**src/rtl/double_to_pcm16_tx_pkg.sv**
```systemverilog
`default_nettype none
// ============================================================================
// Module      : double_to_pcm16_tx_pkg
// Description : Shared definitions for the double <-> PCM16 converters:
//               IEEE-754 field layout, PCM16 limits, state encoding and the
//               ties-to-even rounding helper.
// Revision    : 1.0 - initial release
// ============================================================================
package double_to_pcm16_tx_pkg;

    localparam int DBL_W      = 64;
    localparam int DBL_FRAC_W = 52;
    localparam int DBL_EXP_W  = 11;
    localparam int DBL_BIAS   = 1023;
    localparam int E_SPECIAL  = 2047;
    localparam int PCM_W      = 16;

    localparam logic [PCM_W-1:0] PCM16_MAX = 16'h7FFF;   //  32767
    localparam logic [PCM_W-1:0] PCM16_MIN = 16'h8000;   // -32768

    typedef enum logic [2:0] {
        ST_IDLE   = 3'd0,
        ST_UNPACK = 3'd1,
        ST_ALIGN  = 3'd2,
        ST_ROUND  = 3'd3,
        ST_SAT    = 3'd4,
        ST_TX     = 3'd5
    } state_e;

    // Outcome class of a conversion; only CAT_NUM uses the rounded magnitude.
    typedef enum logic [2:0] {
        CAT_NUM  = 3'd0,
        CAT_ZERO = 3'd1,
        CAT_NAN  = 3'd2,
        CAT_SAT  = 3'd3,
        CAT_MIN  = 3'd4
    } cat_e;

    // Ties-to-even: round up when guard is set and either the discarded tail
    // is non-zero or the kept integer is odd. Result is 17 bits wide.
    function automatic logic [PCM_W:0] round_te(input logic [PCM_W-1:0] int_part,
                                                 input logic guard,
                                                 input logic sticky);
        logic inc;
        inc = guard & (sticky | int_part[0]);
        return {1'b0, int_part} + {{PCM_W{1'b0}}, inc};
    endfunction

endpackage
`default_nettype wire

```
**src/rtl/double_to_pcm16_tx_if.sv**
```systemverilog
`default_nettype none
// ============================================================================
// Module      : double_to_pcm16_tx_if
// Description : Handshake, data and serial-line bundle of the converter.
// Revision    : 1.0 - initial release
// ============================================================================
interface double_to_pcm16_tx_if;
    import double_to_pcm16_tx_pkg::*;

    logic             enable;
    logic [DBL_W-1:0] double;
    logic [PCM_W-1:0] sig16b;
    logic             ready;
    logic             overflow;
    logic             busy;
    logic             dropped;
    logic             tx_data;
    logic             tx_frame;
    logic             tx_valid;

    modport master (
        output enable, double,
        input  sig16b, ready, overflow, busy, dropped, tx_data, tx_frame, tx_valid
    );

    modport slave (
        input  enable, double,
        output sig16b, ready, overflow, busy, dropped, tx_data, tx_frame, tx_valid
    );
endinterface
`default_nettype wire

```
**src/rtl/double_to_pcm16_tx_serializer.sv**
```systemverilog
`default_nettype none
// ============================================================================
// Module      : pcm16_serializer
// Description : Shifts a 16-bit word out MSB-first, each bit held BIT_DIV
//               cycles; frame marks bit 15, done flags the last cycle.
// Revision    : 1.0 - initial release
// ============================================================================
module pcm16_serializer #(
    parameter int BIT_DIV = 4
) (
    input  logic        clk_operation,
    input  logic        rst,
    input  logic        load_i,
    input  logic [15:0] word_i,
    output logic        tx_data_o,
    output logic        tx_frame_o,
    output logic        tx_valid_o,
    output logic        done_o
);
    localparam int               DIV_W    = (BIT_DIV > 1) ? $clog2(BIT_DIV) : 1;
    localparam logic [DIV_W-1:0] DIV_LAST = DIV_W'(BIT_DIV - 1);

    logic [15:0]      shreg_q;
    logic [3:0]       bit_q;
    logic [DIV_W-1:0] div_q;
    logic             valid_q;
    logic             w_bit_end;

    assign w_bit_end  = valid_q && (div_q == DIV_LAST);
    assign done_o     = w_bit_end && (bit_q == 4'd15);
    assign tx_data_o  = valid_q & shreg_q[15];
    assign tx_frame_o = valid_q && (bit_q == 4'd0);
    assign tx_valid_o = valid_q;

    // Bit-period divider and shift register; a load restarts the frame.
    always_ff @(posedge clk_operation) begin
        if (!rst) begin
            shreg_q <= '0;
            bit_q   <= '0;
            div_q   <= '0;
            valid_q <= 1'b0;
        end else if (load_i) begin
            shreg_q <= word_i;
            bit_q   <= '0;
            div_q   <= '0;
            valid_q <= 1'b1;
        end else if (valid_q) begin
            if (w_bit_end) begin
                div_q <= '0;
                if (bit_q == 4'd15) begin
                    valid_q <= 1'b0;
                    shreg_q <= '0;
                    bit_q   <= '0;
                end else begin
                    bit_q   <= bit_q + 4'd1;
                    shreg_q <= {shreg_q[14:0], 1'b0};
                end
            end else begin
                div_q <= div_q + DIV_W'(1);
            end
        end
    end
endmodule
`default_nettype wire

```
**src/rtl/double_to_pcm16_tx.sv**
```systemverilog
`default_nettype none
// ============================================================================
// Module      : double_to_pcm16_tx
// Description : Converts one IEEE-754 double per request into saturated,
//               ties-to-even rounded PCM16 and ships it on a framed serial line.
// Revision    : 1.0 - initial release
// ============================================================================
module double_to_pcm16_tx
    import double_to_pcm16_tx_pkg::*;
#(
    parameter int SCALE_EXP = 0,
    parameter int BIT_DIV   = 4
) (
    input  logic                 clk_operation,
    input  logic                 rst,
    double_to_pcm16_tx_if.slave  bus
);
    localparam logic signed [12:0] SCALE_E13 = 13'(SCALE_EXP);
    localparam logic signed [12:0] BIAS_E13  = 13'(DBL_BIAS);

    state_e            state_q, state_d;
    logic [DBL_W-1:0]  dbl_q;
    cat_e              cat_q;
    logic signed [12:0] exp_q;
    logic [PCM_W-1:0]  int_q;
    logic              guard_q, sticky_q;
    logic [PCM_W:0]    mag_q;
    logic [PCM_W-1:0]  sig_q, sig_d;
    logic              ovf_q, ovf_d;
    logic              ready_q, dropped_q;
    logic              load;
    logic              w_ser_done;

    // Field split of the captured sample.
    logic                  w_sign;
    logic [DBL_EXP_W-1:0]  w_exp_raw;
    logic [DBL_FRAC_W-1:0] w_frac;
    logic signed [12:0]    w_exp_unb;
    logic [5:0]            w_sh;
    logic [106:0]          w_shift_src;
    logic [69:0]           w_shifted;

    assign w_sign    = dbl_q[DBL_W-1];
    assign w_exp_raw = dbl_q[DBL_W-2 -: DBL_EXP_W];
    assign w_frac    = dbl_q[DBL_FRAC_W-1:0];
    assign w_exp_unb = $signed({2'b00, w_exp_raw}) - BIAS_E13 + SCALE_E13;

    // Integer part sits at [69:54], guard at [53], sticky below. Only
    // e in -1..14 reaches here, so the shift is 38..53 and no bit is lost.
    assign w_sh        = 6'd52 - exp_q[5:0];
    assign w_shift_src = {1'b1, w_frac, 54'd0};
    assign w_shifted   = 70'(w_shift_src >> w_sh);

    // Conversion FSM: state register.
    always_ff @(posedge clk_operation) begin
        if (!rst) state_q <= ST_IDLE;
        else      state_q <= state_d;
    end

    // Conversion FSM: next state and serializer load.
    always_comb begin
        state_d = state_q;
        load    = 1'b0;
        case (state_q)
            ST_IDLE:   if (bus.enable) state_d = ST_UNPACK;
            ST_UNPACK: state_d = ST_ALIGN;
            ST_ALIGN:  state_d = ST_ROUND;
            ST_ROUND:  state_d = ST_SAT;
            ST_SAT: begin
                state_d = ST_TX;
                load    = 1'b1;
            end
            ST_TX:     if (w_ser_done) state_d = ST_IDLE;
            default:   state_d = ST_IDLE;
        endcase
    end

    // Final sample selection: specials, saturation or signed magnitude.
    always_comb begin
        sig_d = '0;
        ovf_d = 1'b0;
        case (cat_q)
            CAT_NAN: ovf_d = 1'b1;
            CAT_SAT: begin
                sig_d = w_sign ? PCM16_MIN : PCM16_MAX;
                ovf_d = 1'b1;
            end
            CAT_MIN: sig_d = PCM16_MIN;
            CAT_NUM: begin
                if (!w_sign && (mag_q > {1'b0, PCM16_MAX})) begin
                    sig_d = PCM16_MAX;
                    ovf_d = 1'b1;
                end else if (w_sign && (mag_q > {1'b0, PCM16_MIN})) begin
                    sig_d = PCM16_MIN;
                    ovf_d = 1'b1;
                end else begin
                    sig_d = w_sign ? (~mag_q[PCM_W-1:0] + 16'd1) : mag_q[PCM_W-1:0];
                end
            end
            default: ;
        endcase
    end

    // Datapath registers, advanced one pipeline step per FSM state.
    always_ff @(posedge clk_operation) begin
        if (!rst) begin
            dbl_q     <= '0;
            cat_q     <= CAT_NUM;
            exp_q     <= '0;
            int_q     <= '0;
            guard_q   <= 1'b0;
            sticky_q  <= 1'b0;
            mag_q     <= '0;
            sig_q     <= '0;
            ovf_q     <= 1'b0;
            ready_q   <= 1'b0;
            dropped_q <= 1'b0;
        end else begin
            if (bus.enable && (state_q != ST_IDLE)) dropped_q <= 1'b1;
            case (state_q)
                ST_IDLE: begin
                    if (bus.enable) begin
                        dbl_q   <= bus.double;
                        ready_q <= 1'b0;
                    end
                end
                ST_UNPACK: begin
                    exp_q <= w_exp_unb;
                    if (w_exp_raw == '0)
                        cat_q <= CAT_ZERO;
                    else if (w_exp_raw == DBL_EXP_W'(E_SPECIAL))
                        cat_q <= (w_frac != '0) ? CAT_NAN : CAT_SAT;
                    else
                        cat_q <= CAT_NUM;
                end
                ST_ALIGN: begin
                    if (cat_q == CAT_NUM) begin
                        if (exp_q < -13'sd1)
                            cat_q <= CAT_ZERO;
                        else if (exp_q > 13'sd14)
                            cat_q <= (w_sign && (exp_q == 13'sd15) && (w_frac == '0))
                                     ? CAT_MIN : CAT_SAT;
                    end
                    int_q    <= w_shifted[69:54];
                    guard_q  <= w_shifted[53];
                    sticky_q <= |w_shifted[52:0];
                end
                ST_ROUND: mag_q <= round_te(int_q, guard_q, sticky_q);
                ST_SAT: begin
                    sig_q   <= sig_d;
                    ovf_q   <= ovf_d;
                    ready_q <= 1'b1;
                end
                default: ;
            endcase
        end
    end

    pcm16_serializer #(
        .BIT_DIV (BIT_DIV)
    ) u_ser (
        .clk_operation (clk_operation),
        .rst           (rst),
        .load_i        (load),
        .word_i        (sig_d),
        .tx_data_o     (bus.tx_data),
        .tx_frame_o    (bus.tx_frame),
        .tx_valid_o    (bus.tx_valid),
        .done_o        (w_ser_done)
    );

    assign bus.sig16b   = sig_q;
    assign bus.overflow = ovf_q;
    assign bus.ready    = ready_q;
    assign bus.busy     = (state_q != ST_IDLE);
    assign bus.dropped  = dropped_q;
endmodule
`default_nettype wire

```
**src/flat_wrapper.sv**
```systemverilog
// flat-port wrapper written by rule: the top's interface ports become plain ports
module double_to_pcm16_tx_flat import double_to_pcm16_tx_pkg::*;
#(
    parameter int SCALE_EXP = 0,
    parameter int BIT_DIV   = 4
)
  (clk_operation, rst, bus_enable, bus_double, bus_sig16b, bus_ready, bus_overflow, bus_busy, bus_dropped, bus_tx_data, bus_tx_frame, bus_tx_valid);
  double_to_pcm16_tx_if bus_i ();
  input  logic clk_operation;
  input  logic rst;
  input wire logic [$bits(bus_i.enable)-1:0] bus_enable;
  input wire logic [$bits(bus_i.double)-1:0] bus_double;
  output wire logic [$bits(bus_i.sig16b)-1:0] bus_sig16b;
  output wire logic [$bits(bus_i.ready)-1:0] bus_ready;
  output wire logic [$bits(bus_i.overflow)-1:0] bus_overflow;
  output wire logic [$bits(bus_i.busy)-1:0] bus_busy;
  output wire logic [$bits(bus_i.dropped)-1:0] bus_dropped;
  output wire logic [$bits(bus_i.tx_data)-1:0] bus_tx_data;
  output wire logic [$bits(bus_i.tx_frame)-1:0] bus_tx_frame;
  output wire logic [$bits(bus_i.tx_valid)-1:0] bus_tx_valid;
  assign bus_i.enable = bus_enable;
  assign bus_i.double = bus_double;
  assign bus_sig16b = bus_i.sig16b;
  assign bus_ready = bus_i.ready;
  assign bus_overflow = bus_i.overflow;
  assign bus_busy = bus_i.busy;
  assign bus_dropped = bus_i.dropped;
  assign bus_tx_data = bus_i.tx_data;
  assign bus_tx_frame = bus_i.tx_frame;
  assign bus_tx_valid = bus_i.tx_valid;
  double_to_pcm16_tx #(.SCALE_EXP(SCALE_EXP), .BIT_DIV(BIT_DIV)) u_core (.clk_operation(clk_operation), .rst(rst), .bus(bus_i));
endmodule
```
**config.mk**
```make
export PLATFORM = sky130hd
export DESIGN_NAME = double_to_pcm16_tx_flat
export DESIGN_NICKNAME = d
export VERILOG_FILES = /design/src/rtl/double_to_pcm16_tx_pkg.sv /design/src/rtl/double_to_pcm16_tx_if.sv /design/src/rtl/double_to_pcm16_tx_serializer.sv /design/src/rtl/double_to_pcm16_tx.sv /design/src/flat_wrapper.sv
export SDC_FILE = /design/constraint.sdc
export NUM_CORES = 1
export LEC_CHECK = 0
export BUFFER_PORTS_ARGS = -buffer_cell sky130_fd_sc_hd__buf_2
export CAP_MARGIN = 20
export CORE_AREA = 5 5 160 177
export DETAILED_ROUTE_END_ITERATION = 6
export DIE_AREA = 0 0 165 182
export PLACE_DENSITY_LB_ADDON = 0.2
export REMOVE_ABC_BUFFERS = 1
export SETUP_SLACK_MARGIN = 0.2
export SLEW_MARGIN = 20
export SYNTH_ARGS = -nofsm -noshare
export SYNTH_HDL_FRONTEND = slang
export SYNTH_SLANG_ARGS = --single-unit
```
**constraint.sdc**
```tcl
create_clock -name clk_operation -period 6.44 [get_ports clk_operation]
set_input_delay 1.288 -clock clk_operation [delete_from_list [all_inputs] [get_ports clk_operation]]
set_output_delay 1.288 -clock clk_operation [all_outputs]
set_load 0.02 [all_outputs]
```
==> impl_metrics.tcl <==
set metrics [dict create \
    grt_remaining_overflow 0 \
    avgSynthCellArea_sq_um 7.75 \
    path_class "flop to flop" \
    synthArstFlopShare_pct 0 \
    routabilityCongestion 0.986 \
    seq_area_sq_mm 0.00318 \
    drive_gt1_share_pct 15.6 \
    core-area_sq_mm 0.0265 \
    multi_input_area_sq_mm 0.00740 \
    r2r-end "u_core.sticky_q$_SDFFE_PN0P_" \
    dp_hpwl_mm 24.0 \
    critPathRequiredTime_ps 6760 \
    holdCritStartpoint "u_core.bus.sig16b[13]$_SDFFE_PN0P_" \
    worstHoldPathCells 2 \
    final_nets 1526 \
    cts.sink_count 159 \
    slew_violations 0 \
    peakVddDrop_uv 151 \
    n_antenna_cell 0 \
    powerDensity_mw_per_mm2 291 \
    hold_buffers 0 \
    fp.dieW_microns 165 \
    synth_cell_types 75 \
    hold_ws_ps 450 \
    synth_area_leaders "dfxtp_1 29%, nand2_1 8.1%, mux2i_1 7.2%" \
    fin_crit_sh_pct 68.0 \
    ys_seq_elements 159 \
    worst_pin_slew_ps 980 \
    finalPower_mw 3.57 \
    synth_top_area_share_pct 28.7 \
    numCtsBuffers 17 \
    grt_setup_unrepaired "false" \
    synth_edf_count 0 \
    drtAntennaViolNets 0 \
    fin_worst_skew_ps 16.7 \
    worstSkewPairLatency_ps 450 \
    clock_path_buffers 2 \
    grt_max_degree 72 \
    grt_pass1_wl_mm 53.7 \
    path_clk_slew_ps 70 \
    synth_area_sq_mm 0.0111 \
    timing.fmax_mhz 228 \
    numPortBuffers 89 \
    cts_tree "yes" \
    synth_top_area_cell "dfxtp_1" \
    cp-startpoint "u_core.exp_q[0]$_SDFFE_PN0P_" \
    die_y_microns 182 \
    start_util_pct 41.9 \
    crit_arrival_ps 4700 \
    cts_root_buf "clkbuf_16" \
    grt_pass1_vias 10100 \
    post_cts_buffers 0 \
    regToRegSetupSlack_ps 2060 \
    num_vias 10700 \
    antenna_found_initial 0 \
    syn-instance-count 1430 \
    rows 63 \
    drc 0 \
    setup_viol 0 \
    maxCapViolCount 0 \
    die_area_sq_mm 0.0300 \
    instances_no_fill 1816 \
    cts_resized 0 \
    critical_path.max_fanout 39 \
    nFillCells 2731 \
    rr_worst_depth 13 \
    num_io_pins 90 \
    firstDrtPassIters 5 \
    power_leakage_nw 4.55 \
    hp-class "flop to flop" \
    hold_violations 0 \
    areaGrowthSynthToFinish_pct 10.8 \
    final_cell_mix "237 x nand2_1, 158 x dfxtp_1, 152 x a21oi_1" \
    final.min_clock_period_ps 4380 \
    track_usage_pct 21.8 \
    wire_per_inst_microns 18.0 \
    outcome "completed" \
    reg2reg_from "u_core.exp_q[0]$_SDFFE_PN0P_" \
    vias_per_cell 5.90 \
    htree_levels 4 \
    holdPathEnd "u_core.bus.sig16b[13]$_SDFFE_PN0P_" \
    final_common_cell "nand2_1" \
    yosys_warnings 0 \
    start_kind "flop" \
    end_kind "flop" \
    drt_wl_total_mm 32.6 \
    drtIter0Drc 870 \
    relSlewSlack_pct 34.6 \
    dp_cells 1784 \
    synth_ff_type "dfxtp_1" \
    yosysSeqAreaShare_pct 28.7 \
]
worst max-delay path: stages (launching register included):
cell,delay (ps)
dfxtp_2,480
inv_2,90
ha_4,180
ha_2,760
buf_4,540
mux4_2,380
mux2_2,330
or3_1,370
nor4_2,190
a41o_1,140
nand4_1,120
o41ai_2,360
o2111a_1,210
a21oi_1,60
layer usage:
layer | wire, microns | vias up | GRT usage [%]
li1 | - | 5242 | -
met1 | 14200 | 5064 | 28.5
met2 | 15700 | 346 | 35.9
met3 | 1860 | 62 | 4.02
met4 | 900 | 0 | 7.49
met5 | 0 | - | 0
layout make-up:
cell class | instances | area share, %
sequential | 159 | 25.9
inverter | 20 | 0.631
timing repair buffer | 104 | 4.64
multi-input combinational | 1144 | 60.3
clock inverter | 12 | 1.25
tap | 357 | 3.64
clock buffer | 20 | 3.64
Yosys cell counts (all sizes together) (4+ instances only):
library cell,number
clkbuf,68
o221ai,4
mux2,57
nor2b,5
nand3,30
mux4,27
a211oi,31
nor3,26
mux2i,80
a21o,5
nor2,143
o211ai,21
o31ai,9
inv,19
nand2,238
and3,9
nor4,32
o41ai,6
and2,13
nand4,17
buf,39
o22ai,18
a31oi,12
o21a,13
a21oi,152
or4,7
nand2b,4
dfxtp,159
a311oi,9
xor2,24
xnor2,15
o21ai,69
or2,5
or3,9
ha,13
cell families after synthesis:
family / count (synthesis) / share of synthesized area, %
simple gates: 550 / 22.2
compound gates: 378 / 20.9
mux: 164 / 18.6
flops: 159 / 28.7
buf+inv: 127 / 4.82
xor+xnor: 39 / 3.32
fa+ha+maj: 13 / 1.47
power by group:
part,switching (mW),internal [mW]
clock,0.445,0.591
sequential,0.113,1.06
combinational,0.831,0.536
how the worst max path moves through the flow:
stage                                              end  slack, ps  cells past startpoint
after floorplan           u_core.sticky_q$_SDFFE_PN0P_       -950                     11
after detailed placement  u_core.sticky_q$_SDFFE_PN0P_       2180                     13
final                     u_core.sticky_q$_SDFFE_PN0P_       2060                     13
after CTS                 u_core.sticky_q$_SDFFE_PN0P_       2130                     13
after global placement    u_core.sticky_q$_SDFFE_PN0P_       2250                     13
after global routing      u_core.sticky_q$_SDFFE_PN0P_       1910                     13
metrics by stage:
step / utilization, % / instance area (sq um) / setup slack [ps] / TNS (ps)
finish: 46.4 / 12300 / 2060 / 0
global route: 46.4 / 12300 / 1910 / 0
CTS: 46.4 / 12300 / 2130 / 0
detailed placement: 44.1 / 11700 / 2180 / 0
global placement: 44.1 / 11700 / 2250 / 0
floorplan: - / 10600 / -951 / -6350
registers in the layout, summed over array words and instances, names as in the netlist:
| signal | flops |
|---|---|
| u_core.dbl_q | 64 |
| u_core.mag_q | 17 |
| u_core.bus.sig16b | 16 |
| u_core.int_q | 16 |
| u_core.u_ser.shreg_q | 16 |
| u_core.exp_q | 12 |
| u_core.u_ser.bit_q | 4 |
| u_core.cat_q | 3 |
| u_core.state_q | 3 |
| u_core.u_ser.div_q | 2 |
| u_core.bus.dropped | 1 |
| u_core.bus.overflow | 1 |
| u_core.bus.ready | 1 |
| u_core.guard_q | 1 |
| u_core.sticky_q | 1 |
| u_core.u_ser.tx_valid_o | 1 |
(Power assumes the default switching activity.)
